### config.mk
export PLATFORM = sky130hd
export DESIGN_NAME = lf_sum_stage
export DESIGN_NICKNAME = d
export VERILOG_FILES = /design/src/rtl/lf_adder_pkg.sv /design/src/rtl/lf_sum_core.sv /design/src/rtl/lf_sum_stage.sv
export SDC_FILE = /design/constraint.sdc
export NUM_CORES = 1
export LEC_CHECK = 0
export BUFFER_PORTS_ARGS = -buffer_cell sky130_fd_sc_hd__buf_2
export CORE_MARGIN = 8
export CORE_UTILIZATION = 31
export CTS_CLUSTER_SIZE = 28
export DETAILED_ROUTE_END_ITERATION = 10
export GPL_ROUTABILITY_DRIVEN = 0
export GPL_TIMING_DRIVEN = 0
export PLACE_DENSITY = 0.67
export SYNTH_ARGS = -nofsm -noshare
export SYNTH_HDL_FRONTEND = slang
export SYNTH_SLANG_ARGS = --single-unit
### constraint.sdc
create_clock -name clk -period 2.19 [get_ports clk]
set_input_delay 0.1095 -clock clk [delete_from_list [all_inputs] [get_ports clk]]
set_output_delay 0.1095 -clock clk [all_outputs]
set_load 0.02 [all_outputs]
### src/rtl/lf_adder_pkg.sv
// Shared definitions for the Ling/prefix adder sum stage.
//   LF_WIDTH_DEFAULT : default operand/sum width (legal: 8, 16, 32, 64)
//   fifo_state_e     : occupancy of the 2-entry result FIFO in lf_sum_stage
package lf_adder_pkg;

  localparam int LF_WIDTH_DEFAULT = 64;

  typedef enum logic [1:0] {
    EMPTY = 2'd0,
    ONE   = 2'd1,
    FULL  = 2'd2
  } fifo_state_e;

endpackage

### src/rtl/lf_sum_core.sv
// Combinational sum/carry core of the adder. Takes the prefix network's
// group generate/propagate (bit i spans bits i..0) and forms final carries,
// the sum and the carry out.
//   half_i  : per-bit half-sum a^b
//   gen_i   : group generate, bit i covers i..0
//   prop_i  : group propagate, bit i covers i..0
//   cin_i   : carry into bit 0
//   sum_o   : sum
//   cout_o  : carry out of the MSB
//   ovf_o   : signed overflow (only when ADDER_OVF_EN is defined)
// Build option: ADDER_OVF_EN adds the ovf_o output.
module lf_sum_core
  import lf_adder_pkg::*;
#(
  parameter int WIDTH = LF_WIDTH_DEFAULT
) (
  input  logic [WIDTH-1:0] half_i,
  input  logic [WIDTH-1:0] gen_i,
  input  logic [WIDTH-1:0] prop_i,
  input  logic             cin_i,
  output logic [WIDTH-1:0] sum_o,
`ifdef ADDER_OVF_EN
  output logic             cout_o,
  output logic             ovf_o
`else
  output logic             cout_o
`endif
);

  logic [WIDTH-1:0] carry;

  // Carry into bit i is the group term of bits i-1..0 with cin folded in.
  assign carry  = {gen_i[WIDTH-2:0] | (prop_i[WIDTH-2:0] & {(WIDTH-1){cin_i}}), cin_i};
  assign sum_o  = half_i ^ carry;
  assign cout_o = gen_i[WIDTH-1] | (prop_i[WIDTH-1] & cin_i);

`ifdef ADDER_OVF_EN
  // Signed overflow: carry into the MSB differs from carry out of it.
  assign ovf_o = carry[WIDTH-1] ^ cout_o;
`endif

endmodule

### src/rtl/lf_sum_stage.sv
// Final sum stage of the adder with a 2-entry output FIFO and valid/ready
// handshakes on both sides. Results appear one cycle after acceptance when
// the FIFO is empty; in_ready is registered and drops only when full.
//   clk, rst_n          : clock, asynchronous active-low reset
//   in_valid / in_ready : input handshake
//   p_in, G_in, P_in    : half-sum, group generate, group propagate
//   cin                 : carry into bit 0
//   out_valid/out_ready : output handshake
//   sum, cout           : registered result at FIFO head
//   ovf                 : registered signed overflow (ADDER_OVF_EN only)
// Build option: ADDER_OVF_EN adds the ovf port and per-entry ovf storage.
module lf_sum_stage
  import lf_adder_pkg::*;
#(
  parameter int WIDTH = LF_WIDTH_DEFAULT
) (
  input  logic             clk,
  input  logic             rst_n,
  input  logic             in_valid,
  output logic             in_ready,
  input  logic [WIDTH-1:0] p_in,
  input  logic [WIDTH-1:0] G_in,
  input  logic [WIDTH-1:0] P_in,
  input  logic             cin,
  output logic             out_valid,
  input  logic             out_ready,
  output logic [WIDTH-1:0] sum,
`ifdef ADDER_OVF_EN
  output logic             cout,
  output logic             ovf
`else
  output logic             cout
`endif
);

  fifo_state_e      state_q, state_d;
  logic             in_ready_q;
  logic             push, pop;
  logic             head_ld_new, head_ld_tail, tail_ld;

  logic [WIDTH-1:0] core_sum;
  logic             core_cout;
  logic [WIDTH-1:0] head_sum_q, tail_sum_q;
  logic             head_cout_q, tail_cout_q;
`ifdef ADDER_OVF_EN
  logic             core_ovf;
  logic             head_ovf_q, tail_ovf_q;
`endif

  lf_sum_core #(
    .WIDTH (WIDTH)
  ) u_core (
    .half_i (p_in),
    .gen_i  (G_in),
    .prop_i (P_in),
    .cin_i  (cin),
    .sum_o  (core_sum),
`ifdef ADDER_OVF_EN
    .cout_o (core_cout),
    .ovf_o  (core_ovf)
`else
    .cout_o (core_cout)
`endif
  );

  assign push = in_valid & in_ready_q;
  assign pop  = out_valid & out_ready;

  // State register. in_ready tracks the next state so it is a flop output,
  // and stays low during reset until the first edge after release.
  always_ff @(posedge clk or negedge rst_n) begin
    if (!rst_n) begin
      state_q    <= EMPTY;
      in_ready_q <= 1'b0;
    end else begin
      state_q    <= state_d;
      in_ready_q <= (state_d != FULL);
    end
  end

  // Next-state logic.
  always_comb begin
    state_d = state_q;
    case (state_q)
      EMPTY: if (push) state_d = ONE;
      ONE: begin
        if (push && !pop)      state_d = FULL;
        else if (!push && pop) state_d = EMPTY;
      end
      FULL:    if (pop) state_d = ONE;
      default: state_d = EMPTY;
    endcase
  end

  // Output / datapath control. Head is always the oldest entry; a push
  // lands in the head when it is (or becomes) free, else in the tail.
  always_comb begin
    out_valid    = (state_q != EMPTY);
    head_ld_new  = 1'b0;
    head_ld_tail = 1'b0;
    tail_ld      = 1'b0;
    case (state_q)
      EMPTY: head_ld_new = push;
      ONE: begin
        head_ld_new = push & pop;
        tail_ld     = push & ~pop;
      end
      FULL:    head_ld_tail = pop;
      default: ;
    endcase
  end

  // Result storage is reset so outputs read zero while in reset.
  always_ff @(posedge clk or negedge rst_n) begin
    if (!rst_n) begin
      head_sum_q  <= '0;
      head_cout_q <= 1'b0;
      tail_sum_q  <= '0;
      tail_cout_q <= 1'b0;
`ifdef ADDER_OVF_EN
      head_ovf_q  <= 1'b0;
      tail_ovf_q  <= 1'b0;
`endif
    end else begin
      if (head_ld_new) begin
        head_sum_q  <= core_sum;
        head_cout_q <= core_cout;
`ifdef ADDER_OVF_EN
        head_ovf_q  <= core_ovf;
`endif
      end else if (head_ld_tail) begin
        head_sum_q  <= tail_sum_q;
        head_cout_q <= tail_cout_q;
`ifdef ADDER_OVF_EN
        head_ovf_q  <= tail_ovf_q;
`endif
      end
      if (tail_ld) begin
        tail_sum_q  <= core_sum;
        tail_cout_q <= core_cout;
`ifdef ADDER_OVF_EN
        tail_ovf_q  <= core_ovf;
`endif
      end
    end
  end

  assign in_ready = in_ready_q;
  assign sum      = head_sum_q;
  assign cout     = head_cout_q;
`ifdef ADDER_OVF_EN
  assign ovf      = head_ovf_q;
`endif

endmodule

======== Word level (Yosys, flattened, before mapping) ========
Index checks and enable logic that the tools add are counted.
storage, ports and cells
  flip-flop bits (word level) ............. 133
  output and inout port bits .............. 67
  word-level logic and storage cells ...... 38
cells by class
  eq/ne operators ......................... 3
  multiplexer cells ....................... 12
  bitwise logic cells ..................... 10
  reduce and logical (&&, ||, !) cells .... 7
operator list
  cell                                            count
  two-way mux 64 bit                              2
  bitwise XOR 64 bit                              1
  bitwise AND 63 bit                              1
  OR 63 bit                                       1
  two-way mux 2 bit                               4
  one-hot mux 2 bit (3 select lines)              1
  bitwise AND 1 bit                               5
  two-way mux 1 bit                               4
  nonzero test 2 bit                              2
  == test 2 x 1 -> 1 bit (second input constant)  1
  == test 2 bit (second input constant)           1
  logical AND 1 bit                               2
  logical NOT 1 bit                               2
  logical NOT 2 bit                               1
  != test 2 bit (second input constant)           1
  one-hot mux 1 bit (2 select lines)              1
  inverter 1 bit                                  1
  OR 1 bit                                        1

======== Longest topological paths before layout ========
  depth after elaboration ................. 7
  gate-level depth with buffers ........... 5
  depth with buffers taken out ............ 3

======== Cells and area by module ========
Synthesis repeated with hierarchy kept, for this count alone.
second synthesis, totals
  cell total of the unflattened synthesis .. 498
  area, all modules ....................... 6,917.9 µm²
by module, submodules not included
  module        instances  cells an instance  area an instance (µm²)  seq. area each (µm²)
  lf_sum_stage  1          363                5,770.5                 3,328.2
  lf_sum_core   1          135                1,147.4                 0.0

======== Worst setup path before layout ========
OpenSTA, ideal clock, no wires.
  kind .................................... reg-to-reg
  start ................................... reg state_q[1]
  end ..................................... reg tail_sum_q[17]
  data arrival time ....................... 1.365 ns
  required time ........................... 2.063 ns
  setup slack ............................. 0.697 ns
  stages on the path, launching flop included .. 5
  path buffers ............................ 1
  clock period less this slack ............ 1.493 ns
  cells stage by stage .................... dfrtp_1 > nand3b_2 > nor2_4 > buf_6 > mux2_1
on the way
  cells in the longest elaborated chain, start to end .. 5
RTL lines
  element                 RTL line             RTL
  start, declared         lf_sum_stage.sv:36   fifo_state_e state_q, state_d;
  start signal, assigned  lf_sum_stage.sv:76   state_q <= state_d;
  nonzero test 2 bit      lf_sum_stage.sv:98   out_valid = (state_q != EMPTY);
  bitwise AND 1 bit       lf_sum_stage.sv:67   assign pop = out_valid & out_ready;
  inverter 1 bit          lf_sum_stage.sv:106  tail_ld = push & ~pop;
  bitwise AND 1 bit       lf_sum_stage.sv:106
  two-way mux 1 bit (*)   lf_sum_stage.sv:102  case (state_q)
  end signal, assigned    lf_sum_stage.sv:139  tail_sum_q <= core_sum;
  end, declared           lf_sum_stage.sv:43   logic [WIDTH-1:0] head_sum_q, tail_sum_q;
Mark *: on every way between the ends. The rest lies on a longest branch, timed or not.
A chain may end at the register's enable or synchronous reset.

======== Worst setup path in the final report ========
  start ................................... reg state_q[1]
  end ..................................... reg tail_sum_q[38]
The elaborated chain is that of the path after synthesis.

==> reports/results.txt <==
Detailed-routed wire length on met2 = 9.11 mm
Post-layout min period = 1.73 ns
Vias in the first global route = 5,802
Number of I/O port buffers = 262
Total Power Consumption = 11.8 mW
Std cell rows = 54
Remaining Overflow, GRT = 0
Yosys cell types = 33
Syn-to-layout area delta = 34.5%
Worst-path cell chain = nand3b_2 -> nor2_4 -> buf_6 -> mux2_1
Arrival @ worst endpoint = 2.03 ns
Count of routing violations after the opening detailed-route iteration = 124
Share of synthesized flip-flops with an asynchronous set or reset = 1.00
EDFF count, synth = 0
Total routed wirelength = 19.3 mm
Number of iterations in the first detailed-routing pass = 4
Delay of the slowest critical-path stage = 0.47 ns
Maximum operating frequency = 0.577 GHz
Cell Pwr Density = 1290 nW/um2
Net count of the finished layout = 1,028
Vias post-DR = 5,270
Core Box Area = 21,700 um2
Non-filler instance count after layout = 1,124
Worst min-delay path category = input pin to flip-flop
Share of the cycle needed by the critical path after routing = 0.791
CTS buffer count = 17
Number of top-level pins = 264
P_leak = 4.67 nW
Most common library cells after synthesis = dfrtp_1, a21oi_1, mux2i_1
Library cell with the highest instance count after synthesis = dfrtp_1
Maxcap violations = 0
Inst Count DP = 1,085
Chip Height = 164 um
Top_reg_cell synth = dfrtp_1
Global router's overall resource usage = 0.144
Antenna-violating nets left = 0
Part of the Yosys area used for sequential elements = 0.489
Initial core utilization = 0.314
Status = completed
Routed vias/inst = 4.69
First-pass GRT wire length = 30.4 mm
Highest signal layer in the routed design = met5
Average detailed-routed wire length per instance = 17.1 um
Top Family by Delay on Critical Path = simple AND/OR/NAND/NOR gates
PostCTS Resize Cnt = 0
Setup_tns = 0 ns
Root buffer cell = clkbuf_16
WP data required = 2.48 ns
Mapped Cells = 542
DR WL met3 = 1.99 mm
Largest net degree at the start of global routing = 69
Slowest cell on crit path = dfrtp_1
CP Capture Type = flip-flop
Clock insertion delay at the later pin of the skew report = 0.41 ns
Clock transition time at the flip-flop clock pins of the worst setup and hold paths = 0.06 ns
Yosys Warn Count = 0
Top cell type's share of synthesized area = 0.489
Detailed-route DRC error count = 0
Detailed Place HPWL = 14.7 mm
Buffer depth of the longest clock path = 2
Main area contributors after synthesis = dfrtp_1, mux2i_1, mux2_4
Worst rel slew slack = 0.583
Unrepaired setup endpoints after global routing = false
Mean instance size in the synthesized netlist = 12.6 um2
Antenna cells = 0
Highest net fanout along the worst path = 10
Worst setup path category = flip-flop to flip-flop
Post-synthesis net count = 739
H-tree depth = 4
Buffer and inverter count on the worst path = 1
Worst ir drop on vdd = 0.000578 V
Layout Skew = 0.00824 ns
Finished Core Util = 0.422
Clock tree from TritonCTS = yes
Wire length on met1 = 8.04 mm
Horizontal die dimension = 164 um
Share of cells above drive strength 1 = 0.442
Slew at the pin with the worst max-slew slack = 0.626 ns
Setup violation total in the final timing report = 0
Max-slew violation count = 0
Clock sink total = 133
Top cell type by total area after synthesis = dfrtp_1
Count of endpoints failing hold in the final timing report = 0
Post-synthesis sequential element count = 133
Antenna violations before repair = 3
Setup crit start kind = flip-flop
DIE AREA = 27,000 um2
Combined area of all synthesized cells = 6810 um2
==> sequential cells by signal, indices dropped and copies added, names as in the netlist <==
register	flops
state_q	2
sum	64
tail_sum_q	64
in_ready	1
cout	1
tail_cout_q	1
==> cells in the final DEF (no fill, tap or decap), types with 3 or more instances in the layout <==
cell,count
clkbuf_16,17
a221o_1,13
clkbuf_1,13
a21oi_1,65
mux2_4,30
buf_2,271
clkinv_2,3
buf_6,12
and2_1,12
xnor2_1,33
buf_4,3
dfrtp_1,133
xor2_1,31
dlygate4sd3_1,7
o31ai_1,31
mux2_1,30
o21ai_0,31
mux2_2,18
mux2i_1,61
==> cell families (layout without fill, tap and decap cells) <==
| group | after synthesis | after routing | share of synthesized area |
|---|---|---|---|
| AO/OA/AOI/OAI | 143 | 143 | 0.127 |
| multiplexers | 139 | 139 | 0.235 |
| flip-flops | 133 | 133 | 0.489 |
| XOR/XNOR | 64 | 64 | 0.0823 |
| buffers and inverters | 38 | 340 | 0.0382 |
| AND/OR/NAND/NOR | 25 | 25 | 0.0283 |
==> metal layers <==
metal,track usage,vias up
met4,0.0298,6
met1,0.169,2502
met5,0,-
met3,0.0612,15
met2,0.240,194
li1,-,2553
==> through the flow <==
| stage | hold WS, ns | worst slack, ns | cell area (um2) |
|---|---|---|---|
| finish | 0.0156 | 0.458 | 9160 |
| global route | 0.0118 | 0.347 | 9160 |
| CTS | 0.000379 | 0.424 | 9160 |
| floorplan | -0.186 | 0.697 | 6810 |
| global placement | 0.421 | -0.914 | 8470 |
| detailed placement | 0.147 | 0.435 | 8500 |
==> where the power goes <==
group | total (mW) | switching (mW) | internal, mW | leakage, nW
sequential | 4.29 | 0.615 | 3.67 | 1.60
combinational | 4.70 | 2.51 | 2.19 | 2.78
clock | 2.83 | 1.09 | 1.74 | 0.284
total | 11.8 | 4.22 | 7.60 | 4.67
==> final timing paths <==
kind,startpoint,endpoint,slack [ns],depth (start not counted)
min reg2reg,tail_sum_q[34],tail_sum_q[34],0.48,1
max in group asynchronous,rst_n,sum[21],1.17,3
max reg2reg,state_q[1],tail_sum_q[38],0.46,4
max,state_q[1],tail_sum_q[38],0.46,4
min,p_in[26],sum[26],0.02,3
min in group asynchronous,rst_n,sum[58],0.26,2
==> tightest hold or removal path: cells and delay by family <==
| kind | cells | cell delay, ns |
|---|---|---|
| xor+xnor | 1 | 0.08 |
| buf+inv | 1 | 0.08 |
| mux | 1 | 0.11 |
==> final cells by class <==
cell class                      count  area [um2]
Timing Repair Buffer              270        1420
Buffer                             37         256
Multi-Input combinational cell    371        3220
Sequential cell                   133        3330
Fill cell                        2084       12500
Clock buffer                       21         460
Inverter                            1        3.75
Clock inverter                     11         125
Tap cell                          280         350
==> timing repair <==
action                                 4_1_cts  5_1_grt
endpoints found under the hold margin       71        0
setup buffers                                0        0
hold buffers                                 7        0
Power figures use the tool's default switching activity.
